**src/rtl/wr_stream_adapter.sv**
```systemverilog
// Write-side stream adapter for the asynchronous FIFO.
// Accepts a valid/ready stream into a two-entry FIFO-ordered skid buffer
// and presents the head word to the FIFO whenever its registered full
// flag is low. Also keeps a wrapping write counter and a saturating
// stall counter for debug.
module wr_stream_adapter #(
    parameter int DATA_WIDTH = 8,
    parameter int CNT_WIDTH  = 16
) (
    input  logic                  wr_clk,
    input  logic                  wr_rst,
    input  logic [DATA_WIDTH-1:0] s_data,
    input  logic                  s_valid,
    output logic                  s_ready,
    input  logic                  full,
    output logic                  wr_en,
    output logic [DATA_WIDTH-1:0] wr_data,
    output logic [CNT_WIDTH-1:0]  wr_count,
    output logic [CNT_WIDTH-1:0]  stall_count
);

    typedef enum logic [1:0] {
        EMPTY = 2'd0,
        ONE   = 2'd1,
        TWO   = 2'd2
    } state_t;

    state_t                state;
    state_t                state_nxt;
    logic [DATA_WIDTH-1:0] head;
    logic [DATA_WIDTH-1:0] tail;
    logic                  head_valid;
    logic                  push;
    logic                  pop;
    logic                  load_head_in;
    logic                  load_tail_in;
    logic                  load_head_tail;

    // Increment that sticks at all-ones instead of wrapping.
    function automatic logic [CNT_WIDTH-1:0] sat_inc(input logic [CNT_WIDTH-1:0] v);
        if (&v) begin
            return v;
        end
        return v + CNT_WIDTH'(1);
    endfunction

    assign head_valid = (state != EMPTY);
    assign push       = s_valid & s_ready;
    assign pop        = head_valid & ~full;
    assign wr_en      = pop;
    assign wr_data    = head;

    // Next-state and buffer load selection from the push/pop events.
    always_comb begin
        state_nxt      = state;
        load_head_in   = 1'b0;
        load_tail_in   = 1'b0;
        load_head_tail = 1'b0;
        case (state)
            EMPTY: begin
                if (push) begin
                    state_nxt    = ONE;
                    load_head_in = 1'b1;
                end
            end
            ONE: begin
                if (push && !pop) begin
                    state_nxt    = TWO;
                    load_tail_in = 1'b1;
                end else if (pop && !push) begin
                    state_nxt = EMPTY;
                end else if (push && pop) begin
                    load_head_in = 1'b1;
                end
            end
            TWO: begin
                // s_ready is low here, so only a pop can happen.
                if (pop) begin
                    state_nxt      = ONE;
                    load_head_tail = 1'b1;
                end
            end
            default: begin
                state_nxt = EMPTY;
            end
        endcase
    end

    // Control state, registered ready and statistics; reset dominates.
    always_ff @(posedge wr_clk) begin
        if (wr_rst) begin
            state       <= EMPTY;
            s_ready     <= 1'b0;
            wr_count    <= '0;
            stall_count <= '0;
        end else begin
            state   <= state_nxt;
            s_ready <= (state_nxt != TWO);
            if (pop) begin
                wr_count <= wr_count + CNT_WIDTH'(1);
            end
            if (head_valid && full) begin
                stall_count <= sat_inc(stall_count);
            end
        end
    end

    // Data registers carry no reset; their contents are qualified by state.
    always_ff @(posedge wr_clk) begin
        if (load_head_in) begin
            head <= s_data;
        end else if (load_head_tail) begin
            head <= tail;
        end
        if (load_tail_in) begin
            tail <= s_data;
        end
    end

endmodule
```
**config.mk**
```make
export PLATFORM = sky130hd
export DESIGN_NAME = wr_stream_adapter
export DESIGN_NICKNAME = d
export VERILOG_FILES = /design/src/rtl/wr_stream_adapter.sv
export SDC_FILE = /design/constraint.sdc
export NUM_CORES = 1
export LEC_CHECK = 0
export CAP_MARGIN = 30
export CORE_ASPECT_RATIO = 1.2
export CORE_MARGIN = 2
export CORE_UTILIZATION = 48
export DETAILED_ROUTE_END_ITERATION = 16
export GPL_ROUTABILITY_DRIVEN = 0
export PLACE_DENSITY = 0.75
export SYNTH_ARGS = -nofsm -noshare
export SYNTH_HDL_FRONTEND = slang
export SYNTH_SLANG_ARGS = --single-unit
```
**constraint.sdc**
```tcl
create_clock -name wr_clk -period 2.6 [get_ports wr_clk]
set_input_delay 0.26 -clock wr_clk [delete_from_list [all_inputs] [get_ports wr_clk]]
set_output_delay 0.26 -clock wr_clk [all_outputs]
set_load 0.05 [all_outputs]
```
After elaboration in Yosys (flattened, before gate mapping)
Index checks and enable logic that the tools add are counted.

Multiplexer cells: 20. Bitwise logic cells: 3. Add/subtract/negate cells: 2. Reduce and logical (&&, ||, !) cells: 11. Equal/unequal tests: 4.

Operator list (count): $add A16 B1 Y16 const B (2); $mux W16 (1); $mux W8 (2); $reduce_and A16 Y1 (1); $mux W1 (11); $mux W2 (4); $pmux W2 S3 (1); $logic_and A1 B1 Y1 (4); $ne A2 B2 Y1 const B (2); $reduce_bool A2 Y1 (2); $and A1 B1 Y1 (2); $eq A2 B1 Y1 const B (1); $eq A2 B2 Y1 const B (1); $logic_not A1 Y1 (2); $logic_not A2 Y1 (1); $pmux W1 S2 (1); $reduce_and A2 Y1 (1); $not A1 Y1 (1).

Output and inout port bits: 42. Input bits: 12. Bits in registers: 51. Word-level logic and storage cells: 46.

Logic depth before layout (Yosys ltp)
Depth after elaboration: 8. Mapped depth: 6. Gate-level depth less buffers: 5.

Worst setup path after synthesis
Ideal clock, no wire load.

Path kind: flip-flop to flip-flop. Start point: reg stall_count[0]. End point: reg stall_count[14]. Setup time: 71 ps. Period minus slack after synthesis: 2089 ps. Data arrival time: 2019 ps. Cell stages (with the launch flop): 6. Path buffers: 0. Path slack: 511 ps. Required time: 2529 ps. Cells stage by stage: dfxtp_1 > ha_1 > o211ai_1 > or3_4 > or4_1 > a21oi_1.

Cells in the longest elaborated chain, start to end: 6. Elaborated cells between the ends (all ways): 8. Those cells by class: add/sub (1); eq/ne (1); mux (4); reduce/logical (2).

RTL lines: start: declaration (line 19) `output logic [CNT_WIDTH-1:0] stall_count`; start signal: assignment (line 103) `stall_count <= sat_inc(stall_count);`; $reduce_and A16 Y1 (line 41) `if (&v) begin`; $mux W1 (line 41); $mux W1 (line 102) `if (head_valid && full) begin`; $mux W1 (line 91) `if (wr_rst) begin`; $ne A2 B2 Y1 (no line); $reduce_and A2 Y1 (no line).

Parallel ways exist; a longest one is shown, timed or not. The select of a mux whose other input is x is not followed. A chain may end at the register's enable or synchronous reset.

Worst setup path in the final report
Start point: in s_valid. End point: reg head[1] (netlist: wr_data[1]) (enable).

Cells in the longest elaborated chain, start to end: 7. Elaborated cells between the ends (all ways): 11. Those cells by class: mux (5); bitwise (1); reduce/logical (5).

RTL lines: start: declaration (line 13) `input logic s_valid,`; $and A1 B1 Y1 * (line 48) `assign push = s_valid & s_ready;`; $logic_and A1 B1 Y1 / $logic_not A1 Y1 (equally long branches) (line 72, 70); $mux W1 / $logic_and A1 B1 Y1 (equally long branches) (line 72, 70); $mux W1 (line 70) `end else if (pop && !push) begin`; $mux W1 (line 67) `if (push && !pop) begin`; $pmux W1 S2 * (line 59) `case (state)`; $reduce_bool A2 Y1 (no line) *; end signal: assignment (line 111) `head <= s_data;`; end signal: assignment (line 113) `head <= tail;`; end: declaration (line 30) `logic [DATA_WIDTH-1:0] head;`.

Mark *: on every way between the ends. The rest lies on a longest branch, timed or not.

==> results.md <==
* Die extent in y at 79.8 um
* Final net count at 289
* Routed Antenna Nets at 0
* Cell Pwr Density at 485 nW/um^2
* Mapped Cells at 220
* Worst reg2reg path startpoint: s_ready$_SDFF_PP0_
* # IOs at 54
* Router iterations before antenna repair at 4
* Die ar. at 5370 um^2
* Final Instance Area at 2980 um^2
* Drt drc at 0
* Final Critical Period at 2.02 ns
* Pre-CTS setup slack at 0.268 ns
* Sw frac at 23.4%
* CTS root buf: clkbuf_8
* Final Max Tran Viols at 0
* Drt wl/cell at 14.5 um
* Slew headroom at 31.6%
* Vias in the first global route at 1,778
* Worst EP required at 2.52 ns
* Status: finished clean
* Htree depth at 2
* Total congestion overflow at 0
* Fin Clk Skew at 0.00520 ns
* Area share of the largest cell type after synthesis at 30.5%
* P_sw at 338 uW
* Flops & latches, synth at 51
* # port buffers at 53
* CTS Hold Bufs at 0
* CORE AREA at 4590 um^2
* Final period utilization at 77.5%
* Largest cells by area after synthesis: dfxtp_1, edfxtp_1, mux2_2
* DP Area at 2880 um^2
* Worst-Margin Slew at 1.02 ns
* First-pass GRT wire length at 8.21 mm
* Hold Fails Final Rpt at 0
* N_diodes at 0
* EDFF count, synth at 16
* Hold crit path type: reg -> reg
* Largest net degree at the start of global routing at 26
* IR drop worst, VDD at 0.248 mV
* Worst r2r path cells at 3
* Crit-path max FO at 8
* CTS tree: done
* Critical Path Source Type: primary input
* Finish-stage setup viols at 0
* Total number of vias at 1,914
* Worst EP arrival at 1.94 ns
* Leak at 0.971 nW
* Routed wire length at 4.86 mm
* Num Clock Sinks at 51
* Site Rows at 27
* DR vias/cell at 5.73
* Final Util at 64.8%
* Synth warn at 0
* Die W at 67.2 um
* Gate power share at 9.6%
* Pint at 1.11 mW
* Flop2flop setup slack at 0.65 ns
* Starting DRC count in detailed routing at 127
* Clock Latency Late Sink at 0.29 ns
* Worst Setup End Kind: flip-flop
* Finished Layout Cells at 334
* Setup Total Neg Slack at 0 ns
* Post-synth ARST share at 0%
* Sequential share of the synthesized area at 51.3%
* Starting Density at 50.1%
* Leading area contributor after synthesis: dfxtp_1
* Hold Path Stages at 2
* Synthesized area at 2300 um^2
* Placed cells at 326
* Final setup margin at 0.584 ns
* Crit Path Category: in -> reg
* Hold Crit Start: wr_count[15]$_SDFFE_PP0P_
* Seq pwr share at 58.6%
* Clock Path Buffers at 2
* Predominant post-synthesis flop cell: dfxtp_1
* Tot GR Track Use at 19.7%
* Synthesis-to-layout area growth at 29.3%
* Clk pwr share at 31.8%
* CTS resizes at 0
* Initial antenna violation count at 0
* Fill cells at 399
* Clock slew at reported path FFs at 0.09 ns
* Synth Area per Inst at 10.5 um^2
* Worst hold endpoint: wr_count[15]$_SDFFE_PP0P_
* Hpwl dp at 3.47 mm
* Share of cells above drive strength 1 at 10.1%
* Post-CTS setup buffer count at 0
* Achievable frequency at 496 MHz
* Syn nets at 234
* Post-synth cell types at 47
* Max cap viols at 0
* CTS Buf Count at 5
* R2r endpoint: wr_data[1]$_DFFE_PP_
* RSZ-0062 raised after global routing: no
-- how the worst max path moves through the flow --
stage | end | depth (start not counted) | slack [ns] | from
after floorplan | stall_count[14]$_SDFFE_PP0P_ | 5 | 0.51 | stall_count[0]$_SDFFE_PP0P_
after global placement | wr_data[4]$_DFFE_PP_ | 4 | 0.30 | s_valid
after detailed placement | wr_data[3]$_DFFE_PP_ | 4 | 0.27 | s_valid
after CTS | wr_data[3]$_DFFE_PP_ | 4 | 0.59 | s_valid
after global routing | wr_data[3]$_DFFE_PP_ | 4 | 0.47 | s_valid
final | wr_data[1]$_DFFE_PP_ | 4 | 0.58 | s_valid
-- synth_stat cells, types with 4 or more instances --
library cell  number
o21ai_0            4
dfxtp_1           35
edfxtp_1          16
nand2_1           14
clkbuf_1           4
o31ai_1           13
nand3_1            8
or4_1             11
nand4_1           10
xor2_1            10
mux2_2             9
a21oi_1           19
nor2_1            19
-- area by class of cell --
class / count / area [um^2] / share of cell area (%)
clock buffer: 7 / 86.3 / 2.90
clock inverter: 1 / 5.00 / 0.168
multi-input combinational: 159 / 1060 / 35.7
tap: 58 / 72.6 / 2.44
inverter: 3 / 11.3 / 0.378
sequential: 51 / 1180 / 39.7
timing repair buffer: 55 / 556 / 18.7
-- logic make-up after synthesis --
kind of cell             count (synthesis)  synth area share, %
AO/OA/AOI/OAI                           47                 13.4
flip-flops                              51                 51.3
multiplexers                            12                 5.71
AND/OR/NAND/NOR                         87                 21.9
adder cells (fa/ha/maj)                  2                 1.09
buffers and inverters                   10                 2.45
XOR/XNOR                                11                 4.19
-- stage by stage --
| stage | hold slack, ns | power (mW) |
|---|---|---|
| final | 0.491 | 1.44 |
| after detailed placement | 0.474 | 1.00 |
| after floorplan | 0.352 | 0.952 |
| after global placement | 0.469 | 1.00 |
| after CTS | 0.491 | 1.46 |
| after global routing | 0.520 | 1.50 |
-- worst max-delay path, stage by stage --
cell             delay [ns]
clkdlybuf4s50_1        0.50
nand2_1                0.08
or2_2                  0.30
o21ai_0                0.80
-- state kept, by name, indices dropped and copies added (netlist names) --
signal / cells
tail: 8
s_ready: 1
stall_count: 16
state: 2
wr_data: 8
wr_count: 16
-- layout by cell type (no fill, tap or decap), types with 4 or more instances in the layout --
cell / netlist / routed
or4_1: 11 / 11
nand3_1: 8 / 8
nor2_1: 19 / 19
nand4_1: 10 / 10
a21oi_1: 19 / 19
clkdlybuf4s50_1: 0 / 52
dfxtp_1: 35 / 35
xor2_1: 10 / 10
o21ai_0: 4 / 4
o31ai_1: 13 / 13
nand2_1: 14 / 14
mux2_2: 9 / 9
clkbuf_8: 1 / 6
edfxtp_1: 16 / 16
-- power by group through the flow --
stage	combinational [mW]	clock [mW]	sequential, mW
after floorplan	0.0488	0	0.903
after global placement	0.138	0	0.865
after detailed placement	0.139	0	0.866
after CTS	0.140	0.473	0.847
after global routing	0.149	0.502	0.849
final	0.138	0.459	0.847
-- per-layer routing --
metal	track usage [%]	share of wire, %	vias up
li1	-	-	952
met5	0	0	-
met4	6.12	1.3	0
met2	31.6	48	55
met1	25.9	45	900
met3	4.94	5.4	7
Note: power is estimated with default switching activity, not from simulation.
